[src/rtl/ifetch_ctrl.sv]
// ifetch_ctrl: owns the PC, fetches words over imem req/ack, hands them to IF/ID and applies beq/j/jr redirects.
// Optional misaligned-target fault (adel_err, FAULT state) is built when IFETCH_ALIGN_CHECK_EN is defined.
module ifetch_ctrl #(
    parameter logic [31:0] RESET_PC = 32'h0000_3000
) (
    input  logic        clk,
    input  logic        rst_n,
    output logic        imem_req,
    output logic [31:0] imem_addr,
    input  logic        imem_ack,
    input  logic [31:0] imem_rdata,
    output logic        if_valid,
    output logic [31:0] if_instr,
    output logic [31:0] if_pc,
    input  logic        if_ready,
    input  logic        redir_valid,
    input  logic [2:0]  redir_op,
    input  logic        redir_zero,
    input  logic [31:0] redir_pc,
    input  logic [25:0] redir_imm,
    input  logic [31:0] redir_reg,
    output logic        redir_taken,
    output logic        adel_err
);

`ifdef IFETCH_ALIGN_CHECK_EN
    typedef enum logic [2:0] {BOOT, REQ, HOLD, DRAIN, FAULT} state_t;
`else
    typedef enum logic [1:0] {BOOT, REQ, HOLD, DRAIN} state_t;
`endif

    state_t      state_q, state_d;
    logic [31:0] pc_q, pc_d;
    logic [31:0] tgt_q, tgt_d;
    logic [31:0] instr_q, instr_d;
    logic [31:0] ipc_q, ipc_d;
    logic        boot_arm_q;
    logic [31:0] br_offset;
    logic [31:0] raw_target;
    logic [31:0] target;

    assign redir_taken = redir_valid & ((redir_op == 3'b010) | (redir_op == 3'b011) |
                                        ((redir_op == 3'b001) & redir_zero));

    always_comb begin
        br_offset = {{14{redir_imm[15]}}, redir_imm[15:0], 2'b00};
        case (redir_op)
            3'b001:  raw_target = redir_pc + 32'd4 + br_offset;
            3'b010:  raw_target = {redir_pc[31:28], redir_imm, 2'b00};
            3'b011:  raw_target = redir_reg;
            default: raw_target = redir_pc + 32'd4;
        endcase
    end

`ifdef IFETCH_ALIGN_CHECK_EN
    logic adel_q, adel_d;
    logic misaligned;
    assign target     = raw_target;
    assign misaligned = redir_taken & (raw_target[1:0] != 2'b00);
    assign adel_err   = adel_q;
`else
    assign target     = raw_target & 32'hFFFF_FFFC;
    assign adel_err   = 1'b0;
`endif

    assign imem_req  = (state_q == REQ) | (state_q == DRAIN);
    assign imem_addr = pc_q;
    assign if_valid  = (state_q == HOLD);
    assign if_instr  = instr_q;
    assign if_pc     = ipc_q;

    always_comb begin
        state_d = state_q;
        pc_d    = pc_q;
        tgt_d   = tgt_q;
        instr_d = instr_q;
        ipc_d   = ipc_q;
`ifdef IFETCH_ALIGN_CHECK_EN
        adel_d  = adel_q | misaligned;
`endif
        case (state_q)
            BOOT: begin
                if (redir_taken) begin
                    pc_d    = target;
                    state_d = REQ;
                end else if (boot_arm_q) begin
                    state_d = REQ;
                end
            end
            REQ: begin
                if (imem_ack) begin
                    if (redir_taken) begin
                        pc_d = target;
                    end else begin
                        instr_d = imem_rdata;
                        ipc_d   = pc_q;
                        state_d = HOLD;
                    end
                end else if (redir_taken) begin
                    tgt_d   = target;
                    state_d = DRAIN;
                end
            end
            HOLD: begin
                if (redir_taken) begin
                    pc_d    = target;
                    state_d = REQ;
                end else if (if_ready) begin
                    pc_d    = pc_q + 32'd4;
                    state_d = REQ;
                end
            end
            DRAIN: begin
                // A redirect arriving with the stale ack beats the one already saved in tgt_q.
                if (redir_taken) begin
                    tgt_d = target;
                end
                if (imem_ack) begin
                    pc_d    = redir_taken ? target : tgt_q;
                    state_d = REQ;
                end
            end
            default: ;
        endcase
`ifdef IFETCH_ALIGN_CHECK_EN
        if ((state_q != FAULT) && adel_d &&
            ((state_q == BOOT) || (state_q == HOLD) || imem_ack)) begin
            state_d = FAULT;
        end
`endif
    end

    // The first edge after rst_n rises only arms BOOT, so the first request appears on the second edge.
    always_ff @(posedge clk or negedge rst_n) begin
        if (!rst_n) begin
            state_q    <= BOOT;
            pc_q       <= RESET_PC;
            tgt_q      <= RESET_PC;
            instr_q    <= 32'd0;
            ipc_q      <= RESET_PC;
            boot_arm_q <= 1'b0;
        end else begin
            state_q    <= state_d;
            pc_q       <= pc_d;
            tgt_q      <= tgt_d;
            instr_q    <= instr_d;
            ipc_q      <= ipc_d;
            boot_arm_q <= 1'b1;
        end
    end

`ifdef IFETCH_ALIGN_CHECK_EN
    always_ff @(posedge clk or negedge rst_n) begin
        if (!rst_n) begin
            adel_q <= 1'b0;
        end else begin
            adel_q <= adel_d;
        end
    end
`endif

endmodule

[config.mk]
export PLATFORM = sky130hd
export DESIGN_NAME = ifetch_ctrl
export DESIGN_NICKNAME = d
export VERILOG_FILES = /design/src/rtl/ifetch_ctrl.sv
export SDC_FILE = /design/constraint.sdc
export NUM_CORES = 1
export LEC_CHECK = 0
export BUFFER_PORTS_ARGS = -buffer_cell sky130_fd_sc_hd__buf_4
export CAP_MARGIN = 20
export CORE_AREA = 2 2 205 106
export CTS_BUF_LIST = sky130_fd_sc_hd__clkbuf_8
export DETAILED_ROUTE_END_ITERATION = 7
export DIE_AREA = 0 0 207 108
export PLACE_DENSITY = 0.69
export SYNTH_ARGS = -nofsm -noshare
export SYNTH_HDL_FRONTEND = slang
export SYNTH_SLANG_ARGS = --single-unit
[constraint.sdc]
create_clock -name clk -period 4.5 [get_ports clk]
set_input_delay 0.45 -clock clk [delete_from_list [all_inputs] [get_ports clk]]
set_output_delay 0.45 -clock clk [all_outputs]
set_load 0.01 [all_outputs]
**After elaboration in Yosys (flattened, before gate mapping)**

Index checks and enable logic that the tools add are counted.

- Flip-flop bits (word level): 131
- Word-level logic and storage cells: 53

- $add $sub $neg: 3
- Equal/unequal tests: 13
- Muxes and demuxes: 19
- Bitwise gates (word level): 6
- Reductions and logical operators: 6

Operators with widths:

| operator | count |
|---|---|
| 32-bit 2-to-1 mux | 7 |
| 32-bit case mux with 4 select lines | 1 |
| 32-bit case mux with 3 select lines | 1 |
| 32-bit by 3-bit adder with 32-bit output (second input constant) | 2 |
| 32-bit case mux with 2 select lines | 1 |
| 32-bit adder | 1 |
| 2-bit 2-to-1 mux | 8 |
| 3-bit inequality test (second input constant) | 3 |
| 2-bit case mux with 4 select lines | 1 |
| 3-bit by 2-bit == test with 1-bit output (second input constant) | 2 |
| 2-bit inequality test (second input constant) | 3 |
| 3-bit AND reduction | 2 |
| 5-bit AND reduction | 1 |
| 2-bit == test (second input constant) | 2 |
| 3-bit by 1-bit == test with 1-bit output (second input constant) | 1 |
| 3-bit by 1-bit inequality test with 1-bit output (second input constant) | 1 |
| 1-bit bitwise OR | 3 |
| 1-bit AND | 2 |
| 2-bit by 1-bit == test with 1-bit output (second input constant) | 1 |
| 2-bit logical NOT | 1 |
| 2-bit AND reduction | 1 |
| 2-bit nonzero test | 1 |
| 1-bit NOT | 1 |

**Longest topological paths before layout**

Gate-level depths: netlist of the first run.

- Word-level depth: 7
- Mapped depth: 17
- Gate-level depth less buffers: 16

**Worst setup path after synthesis of the first run**

OpenSTA, ideal clock, no wires.

- Kind: input -> register
- Start: input redir_pc[2]
- End: register pc_q[30], in the netlist imem_addr[30]
- Data arrival time: 3.644 ns
- Path slack: 0.738 ns
- Cell stages on the path: 16
- Path through: ha_1 > nand3_1 > nor2_1 > and4_1 > nand4_1 > xnor2_1 > ha_1 > o21ai_0 > or4b_1 > nand2b_1 > a211oi_1 > nor4_1 > a221oi_1 > mux2i_1 > nand2_1 > a21o_1

- Cells in the longest elaborated chain, start to end: 6

RTL lines:

| element | RTL line | RTL |
|---|---|---|
| start, declared | 19 | `input logic [31:0] redir_pc,` |
| 32-bit by 3-bit adder with 32-bit output (*) | 48, 51 |  |
| 32-bit adder | 48 | `3'b001: raw_target = redir_pc + 32'd4 + br_offset;` |
| 32-bit case mux with 3 select lines (*) | 47 | `case (redir_op)` |
| 32-bit 2-to-1 mux | 83, 92 |  |
| 32-bit 2-to-1 mux (on tied branches) | 118, 91 |  |
| 32-bit case mux with 4 select lines (*) | 81 | `case (state_q)` |
| end signal, assigned | 144 | `pc_q <= pc_d;` |
| end, declared | 33 | `logic [31:0] pc_q, pc_d;` |

Every way passes the cells marked *; elsewhere a longest branch is shown, timed or not. The select of a mux whose other input is x is not followed.
A chain may end at the register's enable or synchronous reset.

**Worst setup path in the final report of the first run**

- Start: input redir_pc[2]
- End: register pc_q[26], in the netlist imem_addr[26]

Same word-level chain as after synthesis.

==> results of run 1 <==
cell usage in the layout, fill, tap and decap left out, types with 29 or more instances in the layout:
cell type,n
buf_4,250
dfrtp_1,125
nand2_1,118
o21ai_0,90
nor2_1,72
mux2_2,67
a21oi_1,56
nand3_1,43
xnor2_1,36
ha_1,36
inv_1,29
stage by stage:
step            util  power (W)
3_3_place_gp   0.548    0.00498
3_5_place_dp   0.548    0.00508
2_1_floorplan      -    0.00375
6_report       0.567    0.00602
4_1_cts        0.567    0.00603
5_1_grt        0.567    0.00641
where the power goes:
part	internal (W)	leakage (nW)	switching, W
clock	0.000518	0.216	0.000420
combinational	0.00140	3.46	0.00141
sequential	0.00174	1.58	0.000520
total	0.00366	5.25	0.00235
registers in the layout, summed over array words and instances, names as in the netlist:
register / cells
boot_arm_q: 1
if_instr: 32
if_pc: 32
imem_addr: 32
state_q: 2
tgt_q: 32
critical path, cell delays in order:
cell	delay, ns
buf_4	0.10
ha_1	0.18
nand3_1	0.12
nor2_1	0.31
and4_1	0.29
nand4_1	0.12
xnor2_1	0.18
ha_1	0.38
o21ai_0	0.14
or4b_1	0.56
nand2b_1	0.17
a211oi_1	0.30
nor4_1	0.14
buf_4	0.16
xor2_1	0.13
o21ai_0	0.14
o21ai_0	0.25
o21ai_0	0.26
area by class of cell:
type,count,area [um^2],share of cell area
Clock buffer,20,275,0.0239
Tap cell,273,342,0.0296
Clock inverter,11,97.6,0.00846
Timing Repair Buffer,251,1890,0.164
Inverter,24,90.1,0.00781
Sequential cell,131,3290,0.285
Multi-Input combinational cell,826,5560,0.482
worst max-delay path by stage:
stage	start	to	slack [ns]	cells after the start
2_1_floorplan	redir_pc[2]	imem_addr[30]	0.74	16
3_3_place_gp	redir_pc[2]	imem_addr[30]	0.11	17
3_5_place_dp	redir_pc[2]	imem_addr[30]	0.12	17
4_1_cts	redir_pc[2]	imem_addr[30]	0.57	17
5_1_grt	redir_pc[2]	imem_addr[21]	0.27	18
6_report	redir_pc[2]	imem_addr[26]	0.48	18
per-layer routing:
metal / wire length (um) / GRT usage / share of wire / vias up
met3: 2190 / 0.0415 / 0.073 / 29
met4: 429 / 0.0745 / 0.014 / 0
met5: 0 / 0 / 0 / -
li1: - / - / - / 4225
met1: 14600 / 0.403 / 0.49 / 4345
met2: 12600 / 0.390 / 0.42 / 383
logic make-up (layout without fill, tap and decap cells):
family | after synthesis | in the layout | share of synthesized area
compound gates | 279 | 279 | 0.195
simple gates | 355 | 355 | 0.191
flops | 131 | 131 | 0.359
mux | 89 | 89 | 0.107
other cells | 2 | 2 | 0.000822
xor+xnor | 64 | 64 | 0.0621
buf+inv | 78 | 306 | 0.0333
fa+ha+maj | 37 | 37 | 0.0515
==> results.yml, run 1 <==
layout:
  fin_nets: 1419
  drive_gt1_frac: 0.288
  num-fill-cells: 1926
  instances_no_fill: 1536
  syn_to_final_growth_pct: 26.2
  stdcell_area_mm2: 0.0115
  insertedDiodeCount: 0
sta:
  slew_headroom: 0.311
  hold-worst-slack_ns: 0.0592
  report.final.slew_viol_count: 0
  max_freq_ghz: 0.249
  tns_ns: 0
  fin_crit_sh: 0.893
  rsz0062_at_grt: "no"
  finalWorstSetupSlack_ns: 0.481
  min_period_ns: 4.02
  fin_skew_ns: 0.0141
  final-hold-violation-count: 0
  tightestPinTransition_ns: 1.03
  setup_viol: 0
yosys:
  synth.distinct_cells: 70
  synth_area_leaders: "dfrtp_1, mux2_2, ha_1"
  syn_area_mm2: 0.00914
  synth_fp_nets: 1203
  synth_cells: 1035
  synth_common_cells: "dfrtp_1, nand2_1, o21ai_0"
  synth_top_area_cell: "dfrtp_1"
  synth_seq_area_share: 0.359
  synth_edf_count: 0
  synth.most_common_cell: "dfrtp_1"
  synth-main-ff-cell: "dfrtp_1"
  yosys_register_bits: 131
  yosysTopAreaCellShare: 0.342
  ys_async_sr_fraction: 1.00
  yosys_warnings: 0
  avgSynthCellArea_um2: 8.83
clock_network:
  cts_tree: "done"
  cts_buffers: 17
  cts_hold_buf: 0
  post-cts-setup-buffers: 0
  path_clk_slew_ns: 0.07
  cts_sinks: 131
  clockBufferDepth: 2
  root_buffer: "clkbuf_8"
  htree_levels: 4
  insertion_delay_ns: 0.44
  cts_resized: 0
power:
  vdd_drop_max_mv: 0.222
  p_leak_nw: 5.25
  power.density_mw_per_mm2: 521
routing:
  drcViolationCount: 0
  wl_per_cell_um: 19.4
  finalWirelength_um: 29800
  first_iter_violations: 917
  vias_per_cell: 5.85
  first_pass_iters: 6
  final_antenna_net_count: 0
  vias: 8982
grt:
  grt_use_total: 0.265
  grt_pass1_wl_um: 46300
  globalRouteOverflowTotal: 0
  grt_pass1_vias: 8337
  antenna_found_initial: 0
  grt_max_degree: 88
worst_setup_path:
  cp_max_fo: 5
  ff2ff_path_depth: 10
  rrSetupSlack_ns: 1.67
  critical_path_class: "input pin to flop"
  end_kind: "flop"
  required_ns: 4.85
  critPathLaunchType: "input pin"
  cp.arrival_ns: 4.37
  reg2reg_from: "imem_addr[2]"
  r2r_end: "imem_addr[30]"
floorplan:
  die_w_um: 207
  die_area_mm2: 0.0224
  die_h_um: 108
  io_pins: 231
  core-area_mm2: 0.0204
  initial_core_util: 0.449
  num_rows: 37
job:
  drv_cap: 0
worst_hold_path:
  hp-class: "input pin to async pin"
placement:
  portBuffers: 225
  place.gp.congestion: 0.927
  dp_hpwl_um: 22700
  dp_cells: 1505
  place_area_mm2: 0.0112
  preCtsSetupSlack_ns: 0.120
run_status:
  status: "complete, no violations"
Note: power is estimated with default switching activity, not from simulation.
==> run 2: changes to the inputs <==
==> constraint.sdc (replaced) <==
create_clock -name clk -period 4.5 [get_ports clk]
set_input_delay 0.675 -clock clk [delete_from_list [all_inputs] [get_ports clk]]
set_output_delay 0.675 -clock clk [all_outputs]
set_load 0.01 [all_outputs]
==> run 2 against run 1 <==
  * Worst setup slack worse by 0.14 ns
  * Global-route usage up 0.66 points
  * Power up 1.7%
  * Combinational power about the same
  * Clock skew down 0.00094 ns
  * First-iteration DRC count down 11%
  * Worst hold slack better by 0.21 ns
  * Final area up 1.6%
  * Sequential cell count unchanged
  * Maximum frequency down 3.4%
  * Wire length up 1.6%
  * Critical path type unchanged
==> results.yml, run 2 (synthesized netlist as in run 1, its figures left out) <==
sta:
  hold-worst-slack_ns: 0.274
  report.final.slew_viol_count: 0
  tns_ns: 0
  setup_viol: 0
  fin_skew_ns: 0.0131
  rsz0062_at_grt: "no"
  tightestPinTransition_ns: 1.14
  max_freq_ghz: 0.240
  slew_headroom: 0.240
  final-hold-violation-count: 0
  fin_crit_sh: 0.925
  min_period_ns: 4.16
clock_network:
  insertion_delay_ns: 0.45
  cts_hold_buf: 0
  cts_tree: "done"
  cts_sinks: 131
  clockBufferDepth: 2
  cts_buffers: 17
  post-cts-setup-buffers: 0
  htree_levels: 4
  root_buffer: "clkbuf_8"
  cts_resized: 0
  path_clk_slew_ns: 0.07
worst_setup_path:
  cp.arrival_ns: 4.50
  ff2ff_path_depth: 10
  end_kind: "flop"
  critical_path_class: "input pin to flop"
  cp_max_fo: 3
  required_ns: 4.84
  critPathLaunchType: "input pin"
floorplan:
  die_area_mm2: 0.0224
  die_h_um: 108
  core-area_mm2: 0.0204
  io_pins: 231
  initial_core_util: 0.449
  die_w_um: 207
  num_rows: 37
grt:
  grt_pass1_vias: 8539
  globalRouteOverflowTotal: 0
  grt_pass1_wl_um: 47700
  antenna_found_initial: 0
  grt_max_degree: 92
  grt_use_total: 0.272
layout:
  syn_to_final_growth_pct: 28.3
  insertedDiodeCount: 0
  final_util: 0.576
  final_common_cell: "buf_4"
  fin_nets: 1439
  drive_gt1_frac: 0.303
  instances_no_fill: 1557
  final_cell_mix: "buf_4, dfrtp_1, nand2_1, o21ai_0, nor2_1"
routing:
  final_antenna_net_count: 0
  first_iter_violations: 812
  drcViolationCount: 0
  first_pass_iters: 5
  vias: 8940
  finalWirelength_um: 30300
  vias_per_cell: 5.74
  wl_per_cell_um: 19.4
power:
  intPower_w: 0.00374
  power_switching_w: 0.00238
  pwr-share-comb: 0.463
  power.density_mw_per_mm2: 521
  p_seq_frac: 0.369
  vdd_drop_max_mv: 0.263
  p_leak_nw: 5.34
  switching_share: 0.389
  share_clk_of_total_power: 0.168
placement:
  dp_hpwl_um: 23100
  place.gp.congestion: 0.991
  portBuffers: 225
  dp_cells: 1525
worst_hold_path:
  hp-class: "input pin to async pin"
job:
  drv_cap: 0
run_status:
  status: "complete, no violations"
[run 2: final cells by class]
cell class	count	area [um^2]
clock inverter	12	138
timing repair buffer	271	2040
multi-input combinational	826	5560
clock buffer	20	275
fill	1865	8640
tap	273	342
inverter	24	90.1
sequential	131	3290
[run 2: worst paths after layout]
path	startpoint	endpoint	slack (ns)
max	redir_pc[3]	imem_addr[30]	0.34
min	rst_n	if_pc[10]	0.27
max reg2reg	imem_addr[2]	imem_addr[30]	1.71
min reg2reg	tgt_q[4]	tgt_q[4]	0.48
max in group asynchronous	rst_n	if_instr[7]	3.14
min in group clk	imem_rdata[1]	if_instr[1]	0.46
[run 2: layer usage]
metal	vias up	track usage	wire length, um
li1	4266	-	-
met1	4276	0.392	14100
met2	371	0.420	13300
met3	27	0.0590	2500
met4	0	0.0602	347
met5	-	0	0
[run 2: critical path, cell delays in order]
cell and delay (ns):
buf_4 0.09, ha_1 0.16, nand3_1 0.12, nor2_1 0.21
buf_4 0.16, and4_1 0.23, nor3b_1 0.23, xor2_1 0.31
ha_1 0.19, nand2_1 0.07, or4b_1 0.50, nand2b_1 0.16
a211oi_1 0.34, nor4_1 0.15, a221oi_1 0.37, mux2i_1 0.27
nand2_1 0.08, a21o_1 0.17
[run 2: metrics by stage]
step | instance area [um^2] | worst slack (ns) | total power, W
6_report | 11700 | 0.339 | 0.00612
5_1_grt | 11700 | 0.0594 | 0.00652
3_5_place_dp | 11300 | -0.0683 | 0.00510
3_3_place_gp | 11300 | -0.0645 | 0.00499
2_1_floorplan | 9140 | 0.513 | 0.00375
4_1_cts | 11700 | 0.388 | 0.00613
[run 2: power groups by stage]
stage	combinational, W	sequential, W	clock [W]
2_1_floorplan	0.00145	0.00231	0
5_1_grt	0.00307	0.00234	0.00110
3_3_place_gp	0.00275	0.00224	0
3_5_place_dp	0.00282	0.00228	0
4_1_cts	0.00283	0.00225	0.00105
6_report	0.00283	0.00226	0.00103
==> run 3: changes to the inputs <==
- CORE_AREA: 2 2 205 106 -> 2 2 146 148
- DIE_AREA: 0 0 207 108 -> 0 0 148 150
==> run 3 against run 2 <==
  * Sequential share of layout area grew 0.14 points
  * Utilization shrank 1.2 points
  * Clock skew shrank 0.0013 ns
  * Count of clock-buffer cells in the layout shrank 3
  * Maximum frequency grew 1.8%
  * Power shrank 1.5%
  * Wire length shrank 7.1%
  * Critical path depth shrank 1
==> results.yml, run 3 (synthesized netlist as in run 1, its figures left out) <==
grt:
  globalRouteOverflowTotal: 0
  antenna_found_initial: 1
  grt_pass1_vias: 8405
  grt_max_degree: 76
  grt_use_total: 0.250
  grt_pass1_wl_um: 44300
sta:
  fin_crit_sh: 0.908
  min_period_ns: 4.09
  tightestPinTransition_ns: 0.955
  final-hold-violation-count: 0
  max_freq_ghz: 0.245
  rsz0062_at_grt: "no"
  finalWorstSetupSlack_ns: 0.413
  slew_headroom: 0.363
  report.final.slew_viol_count: 0
  setup_viol: 0
  tns_ns: 0
  fin_skew_ns: 0.0119
routing:
  wl_per_cell_um: 18.2
  first_pass_iters: 5
  first_iter_violations: 703
  finalWirelength_um: 28100
  final_antenna_net_count: 0
  drcViolationCount: 0
  vias: 8879
  vias_per_cell: 5.73
power:
  p_seq_frac: 0.373
  p_leak_nw: 5.30
  power.density_mw_per_mm2: 516
  pwr-share-comb: 0.457
  power_switching_w: 0.00233
  vdd_drop_max_mv: 0.240
  intPower_w: 0.00370
  switching_share: 0.386
  share_clk_of_total_power: 0.169
worst_hold_path:
  hp-class: "input pin to async pin"
worst_setup_path:
  critical_path_class: "input pin to flop"
  critPathLaunchType: "input pin"
  ff2ff_path_depth: 10
  cp.arrival_ns: 4.41
  required_ns: 4.83
  cp_max_fo: 4
  end_kind: "flop"
  rrSetupSlack_ns: 1.75
  reg2reg_from: "imem_addr[2]"
  startpoint: "redir_pc[2]"
  crit_path_end: "imem_addr[30]"
  r2r_end: "imem_addr[30]"
clock_network:
  cts_hold_buf: 0
  cts_sinks: 131
  post-cts-setup-buffers: 0
  clockBufferDepth: 2
  path_clk_slew_ns: 0.08
  insertion_delay_ns: 0.43
  htree_levels: 4
  root_buffer: "clkbuf_8"
  cts_buffers: 17
  cts_tree: "done"
  cts_resized: 0
floorplan:
  num_rows: 53
  initial_core_util: 0.442
  core-area_mm2: 0.0207
  io_pins: 231
  die_h_um: 150
  die_area_mm2: 0.0222
  die_w_um: 148
layout:
  syn_to_final_growth_pct: 27.7
  num-fill-cells: 1924
  insertedDiodeCount: 0
  fin_nets: 1429
  stdcell_area_mm2: 0.0117
  drive_gt1_frac: 0.298
  final_cell_mix: "buf_4, dfrtp_1, nand2_1, o21ai_0, nor2_1"
  final_common_cell: "buf_4"
placement:
  portBuffers: 225
  dp_hpwl_um: 21400
  place.gp.congestion: 0.929
  place_area_mm2: 0.0113
  preCtsSetupSlack_ns: 0.0191
run_status:
  status: "complete, no violations"
job:
  drv_cap: 0
-- run 3: per-stage QoR --
step | std cells | hold WS [ns] | util | power (W)
final | 1549 | 0.392 | 0.564 | 0.00603
after floorplan | 1035 | 0.379 | - | 0.00375
after detailed placement | 1517 | 0.464 | 0.544 | 0.00502
after global routing | 1549 | 0.443 | 0.564 | 0.00645
after CTS | 1549 | 0.412 | 0.564 | 0.00606
after global placement | 1517 | 0.460 | 0.544 | 0.00494
-- run 3: layer usage --
metal / part of all wire / routed length (um) / global-route usage / vias to the layer above
met3: 0.087 / 2460 / 0.0500 / 45
met5: 0 / 0 / 0 / -
met2: 0.45 / 12600 / 0.397 / 393
met4: 0.020 / 562 / 0.0752 / 0
met1: 0.44 / 12500 / 0.345 / 4185
li1: - / - / - / 4256
-- run 3: layout make-up --
cell class                 count  area (um^2)  area share
clock buffer                  17          234      0.0200
clock inverter                15          179      0.0153
inverter                      24         90.1     0.00772
multi-input combinational    826         5550       0.476
sequential                   131         3290       0.282
tap                          275          344      0.0295
timing repair buffer         261         1980       0.170
-- run 3: critical path: stages --
cell and delay (ns):
buf_4 0.10, ha_1 0.18, nand3_1 0.13, nor2_1 0.28, and4_1 0.29, nand2_1 0.08, xnor2_1 0.32, ha_1 0.28
nor3_1 0.08, or4b_1 0.56, nand2b_1 0.17, a211oi_1 0.28, nor4_1 0.12, a221oi_1 0.34, mux2i_1 0.27, nand2_1 0.08
a21o_1 0.18
-- run 3: power by group through the flow --
stage / Sequential, W / Clock [W] / Combinational, W
floorplan: 0.00231 / 0 / 0.00145
global placement: 0.00224 / 0 / 0.00271
detailed placement: 0.00227 / 0 / 0.00275
CTS: 0.00225 / 0.00105 / 0.00276
global route: 0.00233 / 0.00111 / 0.00301
finish: 0.00225 / 0.00102 / 0.00276
-- run 3: how the worst min path moves through the flow --
stage | startpoint | end | slack, ns | cells after the start
finish | rst_n | if_instr[0] | 0.39 | 1
global route | imem_rdata[13] | if_instr[13] | 0.44 | 2
CTS | rst_n | if_instr[0] | 0.41 | 1
detailed placement | tgt_q[4] | tgt_q[4] | 0.46 | 2
global placement | tgt_q[6] | tgt_q[6] | 0.46 | 2
floorplan | rst_n | boot_arm_q | 0.38 | 0
